**src/rtl/uart_stream_pkg.sv**
```systemverilog
// Shared definitions for the UART word streamer: FSM state encoding,
// streaming mode and the default host command bytes.
package uart_stream_pkg;

  typedef enum logic [2:0] {
    ST_IDLE  = 3'd0,
    ST_REQ   = 3'd1,
    ST_LOAD  = 3'd2,
    ST_SEND  = 3'd3,
    ST_WAIT  = 3'd4,
    ST_CKSUM = 3'd5
  } state_t;

  typedef enum logic {
    MODE_RUN  = 1'b0,
    MODE_STEP = 1'b1
  } mode_t;

  localparam logic [7:0] CMD_RUN_DEF  = 8'd82;  // 'R'
  localparam logic [7:0] CMD_STOP_DEF = 8'd83;  // 'S'
  localparam logic [7:0] CMD_STEP_DEF = 8'd78;  // 'N'
  localparam logic [7:0] CMD_CLR_DEF  = 8'd67;  // 'C'

endpackage

```
**src/rtl/uart_rx.sv**
```systemverilog
// 8N1 UART receiver: double-synchronised input, mid-bit sampling,
// one-cycle o_rx_dv pulse when a byte with a valid stop bit arrives.
module uart_rx #(
  parameter int CLKS_PER_BIT = 434
) (
  input  logic       i_clk,
  input  logic       i_rst_n,
  input  logic       i_rxd,
  output logic       o_rx_dv,
  output logic [7:0] o_rx_byte
);
  localparam int CW = $clog2(CLKS_PER_BIT) + 1;
  localparam logic [CW-1:0] HALF = CW'((CLKS_PER_BIT - 1) / 2);
  localparam logic [CW-1:0] FULL = CW'(CLKS_PER_BIT - 1);

  logic [1:0]    sync_q;
  logic [1:0]    phase_q;   // 0 idle, 1 start, 2 data, 3 stop
  logic [CW-1:0] cnt_q;
  logic [2:0]    bit_q;
  logic [7:0]    byte_q;
  logic          dv_q;
  logic          rxd;

  assign rxd       = sync_q[1];
  assign o_rx_dv   = dv_q;
  assign o_rx_byte = byte_q;

  // Bit-timing state machine sampling each bit at its centre.
  always_ff @(posedge i_clk or negedge i_rst_n) begin
    if (!i_rst_n) begin
      sync_q  <= 2'b11;
      phase_q <= 2'd0;
      cnt_q   <= '0;
      bit_q   <= 3'd0;
      byte_q  <= 8'd0;
      dv_q    <= 1'b0;
    end else begin
      sync_q <= {sync_q[0], i_rxd};
      dv_q   <= 1'b0;
      case (phase_q)
        2'd0: if (!rxd) begin
          phase_q <= 2'd1;
          cnt_q   <= '0;
        end
        2'd1: if (cnt_q == HALF) begin
          cnt_q   <= '0;
          bit_q   <= 3'd0;
          phase_q <= rxd ? 2'd0 : 2'd2;  // glitch: back to idle
        end else cnt_q <= cnt_q + CW'(1);
        2'd2: if (cnt_q == FULL) begin
          cnt_q         <= '0;
          byte_q[bit_q] <= rxd;
          if (bit_q == 3'd7) phase_q <= 2'd3;
          else               bit_q   <= bit_q + 3'd1;
        end else cnt_q <= cnt_q + CW'(1);
        default: if (cnt_q == FULL) begin
          phase_q <= 2'd0;
          dv_q    <= rxd;
        end else cnt_q <= cnt_q + CW'(1);
      endcase
    end
  end
endmodule

```
**src/rtl/uart_stream_ser.sv**
```systemverilog
// Word serialiser: holds the current word, presents the next byte in the
// configured byte order, counts bytes and accumulates the XOR checksum.
module uart_stream_ser #(
  parameter int unsigned WORD_BYTES = 8,
  parameter bit          MSB_FIRST  = 1'b1
) (
  input  logic                    i_clk,
  input  logic                    i_rst_n,
  input  logic                    i_load,
  input  logic [8*WORD_BYTES-1:0] i_data,
  input  logic                    i_shift,
  input  logic                    i_acc,
  input  logic                    i_clr_cks,
  output logic [7:0]              o_byte,
  output logic [7:0]              o_cks,
  output logic                    o_last
);
  localparam int DW    = 8 * WORD_BYTES;
  localparam int CNT_W = $clog2(WORD_BYTES) + 1;

  logic [DW-1:0]    sh_q;
  logic [DW-1:0]    sh_shift;
  logic [CNT_W-1:0] cnt_q;
  logic [7:0]       cks_q;

  // The send end of the register is the top byte for MSB-first, else the bottom.
  generate
    if (MSB_FIRST) begin : g_msb
      assign o_byte   = sh_q[DW-1 -: 8];
      assign sh_shift = sh_q << 8;
    end else begin : g_lsb
      assign o_byte   = sh_q[7:0];
      assign sh_shift = sh_q >> 8;
    end
  endgenerate

  assign o_cks  = cks_q;
  assign o_last = (cnt_q == CNT_W'(WORD_BYTES - 1));

  // Shift register and byte counter.
  always_ff @(posedge i_clk or negedge i_rst_n) begin
    if (!i_rst_n) begin
      sh_q  <= '0;
      cnt_q <= '0;
    end else if (i_load) begin
      sh_q  <= i_data;
      cnt_q <= '0;
    end else if (i_shift) begin
      sh_q  <= sh_shift;
      cnt_q <= cnt_q + CNT_W'(1);
    end
  end

  // XOR checksum over every byte handed to the transmitter.
  always_ff @(posedge i_clk or negedge i_rst_n) begin
    if (!i_rst_n)       cks_q <= 8'd0;
    else if (i_clr_cks) cks_q <= 8'd0;
    else if (i_acc)     cks_q <= cks_q ^ o_byte;
  end
endmodule

```
**src/rtl/uart_tx.sv**
```systemverilog
// 8N1 UART transmitter. o_tx_done pulses in the first idle cycle after the
// stop bit, so a new byte may be issued on the very next cycle.
module uart_tx #(
  parameter int CLKS_PER_BIT = 434
) (
  input  logic       i_clk,
  input  logic       i_rst_n,
  input  logic       i_tx_dv,
  input  logic [7:0] i_tx_byte,
  output logic       o_txd,
  output logic       o_tx_done
);
  localparam int CW = $clog2(CLKS_PER_BIT) + 1;
  localparam logic [CW-1:0] FULL = CW'(CLKS_PER_BIT - 1);

  logic [1:0]    phase_q;   // 0 idle, 1 start, 2 data, 3 stop
  logic [CW-1:0] cnt_q;
  logic [2:0]    bit_q;
  logic [7:0]    sh_q;
  logic          txd_q;
  logic          done_q;

  assign o_txd     = txd_q;
  assign o_tx_done = done_q;

  // Frame generator: start bit, eight data bits LSB first, stop bit.
  always_ff @(posedge i_clk or negedge i_rst_n) begin
    if (!i_rst_n) begin
      phase_q <= 2'd0;
      cnt_q   <= '0;
      bit_q   <= 3'd0;
      sh_q    <= 8'd0;
      txd_q   <= 1'b1;
      done_q  <= 1'b0;
    end else begin
      done_q <= 1'b0;
      case (phase_q)
        2'd0: begin
          txd_q <= 1'b1;
          if (i_tx_dv) begin
            sh_q    <= i_tx_byte;
            txd_q   <= 1'b0;
            cnt_q   <= '0;
            phase_q <= 2'd1;
          end
        end
        2'd1: if (cnt_q == FULL) begin
          cnt_q   <= '0;
          bit_q   <= 3'd0;
          txd_q   <= sh_q[0];
          sh_q    <= {1'b0, sh_q[7:1]};
          phase_q <= 2'd2;
        end else cnt_q <= cnt_q + CW'(1);
        2'd2: if (cnt_q == FULL) begin
          cnt_q <= '0;
          if (bit_q == 3'd7) begin
            txd_q   <= 1'b1;
            phase_q <= 2'd3;
          end else begin
            bit_q <= bit_q + 3'd1;
            txd_q <= sh_q[0];
            sh_q  <= {1'b0, sh_q[7:1]};
          end
        end else cnt_q <= cnt_q + CW'(1);
        default: if (cnt_q == FULL) begin
          phase_q <= 2'd0;
          done_q  <= 1'b1;
        end else cnt_q <= cnt_q + CW'(1);
      endcase
    end
  end
endmodule

```
**src/rtl/uart_stream_tx.sv**
```systemverilog
// Host-commanded streamer: pulls words from the FFT controller over
// ready/valid and sends them as bytes on UART TX, with optional checksum.
module uart_stream_tx import uart_stream_pkg::*; #(
  parameter int unsigned WORD_BYTES   = 8,
  parameter int unsigned DATA_LENGTH  = 256,
  parameter int unsigned CLKS_PER_BIT = 434,
  parameter bit          MSB_FIRST    = 1'b1,
  parameter bit          CHECKSUM_EN  = 1'b1,
  parameter logic [7:0]  CMD_RUN      = CMD_RUN_DEF,
  parameter logic [7:0]  CMD_STOP     = CMD_STOP_DEF,
  parameter logic [7:0]  CMD_STEP     = CMD_STEP_DEF,
  parameter logic [7:0]  CMD_CLR      = CMD_CLR_DEF
) (
  input  logic                           i_clk,
  input  logic                           i_rst_n,
  input  logic                           i_rxd,
  output logic                           o_txd,
  input  logic [8*WORD_BYTES-1:0]        i_fft_data,
  input  logic                           i_tx_valid,
  output logic                           o_tx_ready,
  output logic                           o_busy,
  output logic [$clog2(DATA_LENGTH)-1:0] o_word_idx,
  output logic                           o_frame_done
);
  localparam int IDX_W = $clog2(DATA_LENGTH);
  localparam logic [IDX_W-1:0] LAST_IDX = IDX_W'(DATA_LENGTH - 1);

  logic [1:0]       rst_sync_q;
  logic             rst_n_int;
  state_t           state_q, state_d;
  mode_t            mode_q, mode_d;
  logic             abort_q, abort_d;
  logic             cks_sent_q, cks_sent_d;
  logic             fd_q, fd_d;
  logic [IDX_W-1:0] idx_q, idx_d;
  logic             rx_dv, tx_dv, tx_done, stop_cmd;
  logic [7:0]       rx_byte, tx_byte, ser_byte, ser_cks;
  logic             ser_load, ser_shift, ser_acc, ser_clr, ser_last;

  // Reset asserts immediately but is released on a clock edge.
  always_ff @(posedge i_clk or negedge i_rst_n) begin
    if (!i_rst_n) rst_sync_q <= 2'b00;
    else          rst_sync_q <= {rst_sync_q[0], 1'b1};
  end
  assign rst_n_int = rst_sync_q[1];

  uart_rx #(.CLKS_PER_BIT(int'(CLKS_PER_BIT))) u_rx (
    .i_clk(i_clk), .i_rst_n(rst_n_int), .i_rxd(i_rxd),
    .o_rx_dv(rx_dv), .o_rx_byte(rx_byte)
  );

  uart_tx #(.CLKS_PER_BIT(int'(CLKS_PER_BIT))) u_tx (
    .i_clk(i_clk), .i_rst_n(rst_n_int), .i_tx_dv(tx_dv), .i_tx_byte(tx_byte),
    .o_txd(o_txd), .o_tx_done(tx_done)
  );

  uart_stream_ser #(.WORD_BYTES(WORD_BYTES), .MSB_FIRST(MSB_FIRST)) u_ser (
    .i_clk(i_clk), .i_rst_n(rst_n_int), .i_load(ser_load), .i_data(i_fft_data),
    .i_shift(ser_shift), .i_acc(ser_acc), .i_clr_cks(ser_clr),
    .o_byte(ser_byte), .o_cks(ser_cks), .o_last(ser_last)
  );

  assign stop_cmd = rx_dv && (rx_byte == CMD_STOP);

  // State register and FSM-owned bookkeeping.
  always_ff @(posedge i_clk or negedge rst_n_int) begin
    if (!rst_n_int) begin
      state_q    <= ST_IDLE;
      mode_q     <= MODE_RUN;
      abort_q    <= 1'b0;
      cks_sent_q <= 1'b0;
      fd_q       <= 1'b0;
      idx_q      <= '0;
    end else begin
      state_q    <= state_d;
      mode_q     <= mode_d;
      abort_q    <= abort_d;
      cks_sent_q <= cks_sent_d;
      fd_q       <= fd_d;
      idx_q      <= idx_d;
    end
  end

  // Next-state logic: command decode, handshake, byte sequencing, abort.
  always_comb begin
    state_d    = state_q;
    mode_d     = mode_q;
    abort_d    = abort_q;
    cks_sent_d = cks_sent_q;
    fd_d       = 1'b0;
    idx_d      = idx_q;
    ser_load   = 1'b0;
    ser_shift  = 1'b0;
    ser_clr    = 1'b0;
    case (state_q)
      ST_IDLE: begin
        abort_d    = 1'b0;
        cks_sent_d = 1'b0;
        if (rx_dv) begin
          if (rx_byte == CMD_RUN) begin
            mode_d  = MODE_RUN;
            state_d = ST_REQ;
          end else if (rx_byte == CMD_STEP) begin
            mode_d  = MODE_STEP;
            state_d = ST_REQ;
          end else if (rx_byte == CMD_CLR) begin
            idx_d   = '0;
            ser_clr = 1'b1;
          end
        end
      end
      ST_REQ: begin
        if (stop_cmd) begin
          state_d = ST_IDLE;
        end else if (i_tx_valid) begin
          ser_load = 1'b1;
          state_d  = ST_SEND;
        end
      end
      ST_LOAD: state_d = ST_SEND;
      ST_SEND: begin
        if (stop_cmd) abort_d = 1'b1;
        state_d = ST_WAIT;
      end
      ST_WAIT: begin
        if (stop_cmd) abort_d = 1'b1;
        if (tx_done) begin
          ser_shift = 1'b1;
          if (abort_q || stop_cmd) begin
            state_d = ST_IDLE;
            idx_d   = '0;
            ser_clr = 1'b1;
            abort_d = 1'b0;
          end else if (!ser_last) begin
            state_d = ST_SEND;
          end else if (idx_q == LAST_IDX) begin
            idx_d = '0;
            if (CHECKSUM_EN) begin
              state_d    = ST_CKSUM;
              cks_sent_d = 1'b0;
            end else begin
              fd_d    = 1'b1;
              state_d = ST_IDLE;
            end
          end else begin
            idx_d   = idx_q + IDX_W'(1);
            state_d = (mode_q == MODE_RUN) ? ST_REQ : ST_IDLE;
          end
        end
      end
      ST_CKSUM: begin
        cks_sent_d = 1'b1;
        if (tx_done) begin
          ser_clr    = 1'b1;
          fd_d       = 1'b1;
          abort_d    = 1'b0;
          cks_sent_d = 1'b0;
          state_d    = ST_IDLE;
        end
      end
      default: state_d = ST_IDLE;
    endcase
  end

  // Outputs decoded from the current state.
  always_comb begin
    o_tx_ready   = (state_q == ST_REQ);
    o_busy       = (state_q != ST_IDLE);
    ser_acc      = (state_q == ST_SEND);
    tx_dv        = (state_q == ST_SEND) || ((state_q == ST_CKSUM) && !cks_sent_q);
    tx_byte      = (state_q == ST_CKSUM) ? ser_cks : ser_byte;
    o_word_idx   = idx_q;
    o_frame_done = fd_q;
  end
endmodule

```
**config.mk**
```make
export PLATFORM = sky130hd
export DESIGN_NAME = uart_stream_tx
export DESIGN_NICKNAME = d
export VERILOG_FILES = /design/src/rtl/uart_stream_pkg.sv /design/src/rtl/uart_rx.sv /design/src/rtl/uart_stream_ser.sv /design/src/rtl/uart_tx.sv /design/src/rtl/uart_stream_tx.sv
export SDC_FILE = /design/constraint.sdc
export NUM_CORES = 1
export LEC_CHECK = 0
export ABC_CLOCK_PERIOD_IN_PS = 5600
export BUFFER_PORTS_ARGS = -buffer_cell sky130_fd_sc_hd__buf_2
export CORE_MARGIN = 2
export CORE_UTILIZATION = 61
export CTS_BUF_LIST = sky130_fd_sc_hd__clkbuf_8
export CTS_CLUSTER_DIAMETER = 40
export CTS_CLUSTER_SIZE = 28
export DETAILED_ROUTE_END_ITERATION = 7
export PLACE_DENSITY_LB_ADDON = 0.25
export SKIP_LAST_GASP = 1
export SLEW_MARGIN = 15
export SYNTH_ARGS = -nofsm -noshare
export SYNTH_HDL_FRONTEND = slang
export SYNTH_HIERARCHICAL = 1
export SYNTH_SLANG_ARGS = --single-unit
```
**constraint.sdc**
```tcl
create_clock -name i_clk -period 5.6 [get_ports i_clk]
set_input_delay 1.68 -clock i_clk [delete_from_list [all_inputs] [get_ports i_clk]]
set_output_delay 1.68 -clock i_clk [all_outputs]
set_load 0.005 [all_outputs]
```
==> summary.txt <==
CP endpoint kind -> output pin
CTS tree -> yes
Initial antenna violation count -> 0
Synth unique cells -> 74
Critical Path Max Stage Delay -> 0.49 ns
Antenna viol nets, final -> 0
R2R depth -> 7
Yosys Warn Count -> 6
Placed insts -> 950
GPL Wtd Cong -> 0.8651
Clk slew on worst S/H paths -> 0.08 ns
Power per cell area -> 237.8 nW/um2
Drt first pass iters -> 5
Gates resized, CTS repair -> 0
Hold Slack -> 0.3584 ns
Cts hold-fix bufs -> 0
Number of clock sinks -> 144
Worst EP arrival -> 1.61 ns
Initial Utilization -> 61.79%
Most frequent cells in the layout -> 140 x dfrtp_1, 89 x nand2_1, 79 x buf_2
Clock skew -> 0.009243 ns
Global-route wire length before repair -> 25.50 mm
Post-Layout Cell Count -> 982
Max frequency -> 0.3041 GHz
Design Area, Final -> 8418 um2
Total gr overflow -> 0
P_leak -> 3.411 nW
Main synth FF type -> dfrtp_1
Final hold vios -> 0
Core Area -> 12,470 um2
Asr flop ratio synth -> 100.0%
H-tree depth -> 4
Tot GR Track Use -> 23.83%
Worst slack, placed -> 2.317 ns
WL per Instance -> 15.69 um
Maximum vdd drop -> 183.8 uV
CTS Buf Count -> 17
Finished Core Util -> 67.53%
Critical path's slowest cell -> dfrtp_1
Synth-to-layout area growth -> 9.292%
Placed inst area -> 8019 um2
Die Y-Extent -> 116.4 um
Final net count -> 881
Share of cells above drive strength 1 -> 20.86%
Mapped Nets -> 834
Buf/Inv on CP -> 2
Worst-margin pin slew -> 1.003 ns
Pin count of the biggest net entering global routing -> 134
Final Setup Violations -> 0
Sequential element share of the synthesized area -> 46.83%
Setup TNS -> 0 ns
IO buf count -> 79
Post-Syn Area per Cell -> 10.26 um2
Via/cell ratio -> 5.801
Num rows -> 41
Vias in the first global route -> 5,447
Post-route minimum period -> 3.288 ns
CTS Buffer Depth -> 2
WP depth -> 3
Final Max Tran Viols -> 0
Post-synth EDFFs -> 0
Total power -> 2.002 mW
Final WS setup -> 2.312 ns
Root Buffer -> clkbuf_8
RSZ-0062 raised after global routing -> false
Dpl hpwl -> 10.48 mm
Critical Path, Cell by Cell -> nor3_1 -> inv_1 -> buf_2
Postcts setup bufs -> 0
Via count -> 5,697
Commonest non-fill, non-tap cell in the layout -> dfrtp_1
Post-detailed-routing wire length -> 15.40 mm
Setup CP Type -> register to output pin
Post-Syn Instances -> 751
Crit-path max FO -> 12
Worst EP required -> 3.92 ns
Die X -> 116.4 um
Die area -> 13,540 um2
Clk_lat worst skew -> 0.45 ns
I/O pin count -> 80
Synthesized area -> 7702 um2
Critical Path Start Type -> register
CP delay by family, top -> flip-flops
Initial DRC count -> 453
Post-synthesis register bit count -> 144
Tcrit/Tclk final -> 58.72%
Diodes inserted -> 0
Max Cap Viol -> 0
Status -> completed
Hold Path Class -> register to async pin
DRC -> 0
Slew headroom -> 32.86%
cell usage after synthesis (5+ instances only):
library cell	count	area (um2)
a21bo_2	7	70.07
a21oi_1	23	115.1
a31oi_1	6	37.54
and2_1	6	37.54
buf_2	16	80.08
buf_4	14	105.1
buf_6	6	67.56
clkbuf_1	18	67.56
dfrtp_1	141	3528
ha_1	15	187.7
inv_1	21	78.83
mux2_1	9	101.4
mux2_2	25	281.5
mux2i_1	58	580.6
nand2_1	89	334.1
nand2b_1	11	68.82
nand3_1	10	50.05
nand3b_1	10	75.07
nand4_1	9	56.30
nor2_1	32	120.1
nor2b_1	7	43.79
nor3_1	9	45.04
nor4_1	12	75.07
o21ai_0	18	90.09
o21ai_1	72	360.4
o31ai_1	7	52.55
or3_1	5	31.28
or4_1	5	37.54
xnor2_1	8	70.07
xor2_1	6	52.55
cell type report:
cell class	instances	area (um2)
fillers	973	4048
well taps	172	215.2
inverters	21	80.08
clock inverters	11	91.34
multi-input cells	531	3700
flip-flops and latches	144	3611
repair buffers	83	445.4
clock buffers	20	275.3
cell families (layout without fill, tap and decap cells):
logic type | count (synthesis) | in the layout | synth area share (%)
compound gates | 170 | 170 | 14.25
xor+xnor | 14 | 14 | 1.592
buf+inv | 76 | 135 | 5.231
flops | 144 | 144 | 46.83
fa+ha+maj | 15 | 15 | 2.437
mux | 95 | 95 | 13.09
other cells | 1 | 1 | 0.04869
simple gates | 236 | 236 | 16.52
final timing paths:
path	startpoint	to	slack, ns
max	state_q[1]$_DFFE_PN0P_	o_busy	2.31
min	rst_sync_q[1]$_DFF_PN0_	u_rx/phase_q[1]$_DFFE_PN0P_	0.36
max reg2reg	state_q[2]$_DFFE_PN0P_	u_tx/sh_q[4]$_DFFE_PN0P_	2.75
min reg2reg	rst_sync_q[1]$_DFF_PN0_	u_rx/phase_q[1]$_DFFE_PN0P_	0.36
max in group asynchronous	rst_sync_q[1]$_DFF_PN0_	state_q[0]$_DFFE_PN0P_	4.08
min in group i_clk	u_rx/sync_q[0]$_DFF_PN1_	u_rx/sync_q[1]$_DFF_PN1_	0.36
report_power, final:
| part | switching (mW) | total (mW) | leakage, nW | internal [mW] |
|---|---|---|---|---|
| Clock | 0.389 | 0.770 | 0.203 | 0.381 |
| Combinational | 0.0664 | 0.121 | 1.57 | 0.0550 |
| Sequential | 0.0458 | 1.11 | 1.64 | 1.07 |
layer usage:
layer / track usage (%) / wire length, um / vias to the layer above
met5: 0 / 0 / -
met4: 10.16 / 314 / 0
met3: 5.449 / 580 / 28
met2: 38.60 / 7679 / 134
met1: 31.02 / 6829 / 2755
li1: - / - / 2780
sequential cells by signal, indices dropped and copies added, names as in the netlist, 3 cells and up:
| name | cells |
|---|---|
| u_ser/cnt_q | 4 |
| u_tx/cnt_q | 10 |
| state_q | 3 |
| u_ser/sh_q | 64 |
| o_word_idx | 8 |
| u_tx/sh_q | 8 |
| u_rx/cnt_q | 10 |
| u_rx/bit_q | 3 |
| u_tx/bit_q | 3 |
| u_rx/o_rx_byte | 8 |
| u_ser/o_cks | 8 |
Power figures use the tool's default switching activity.
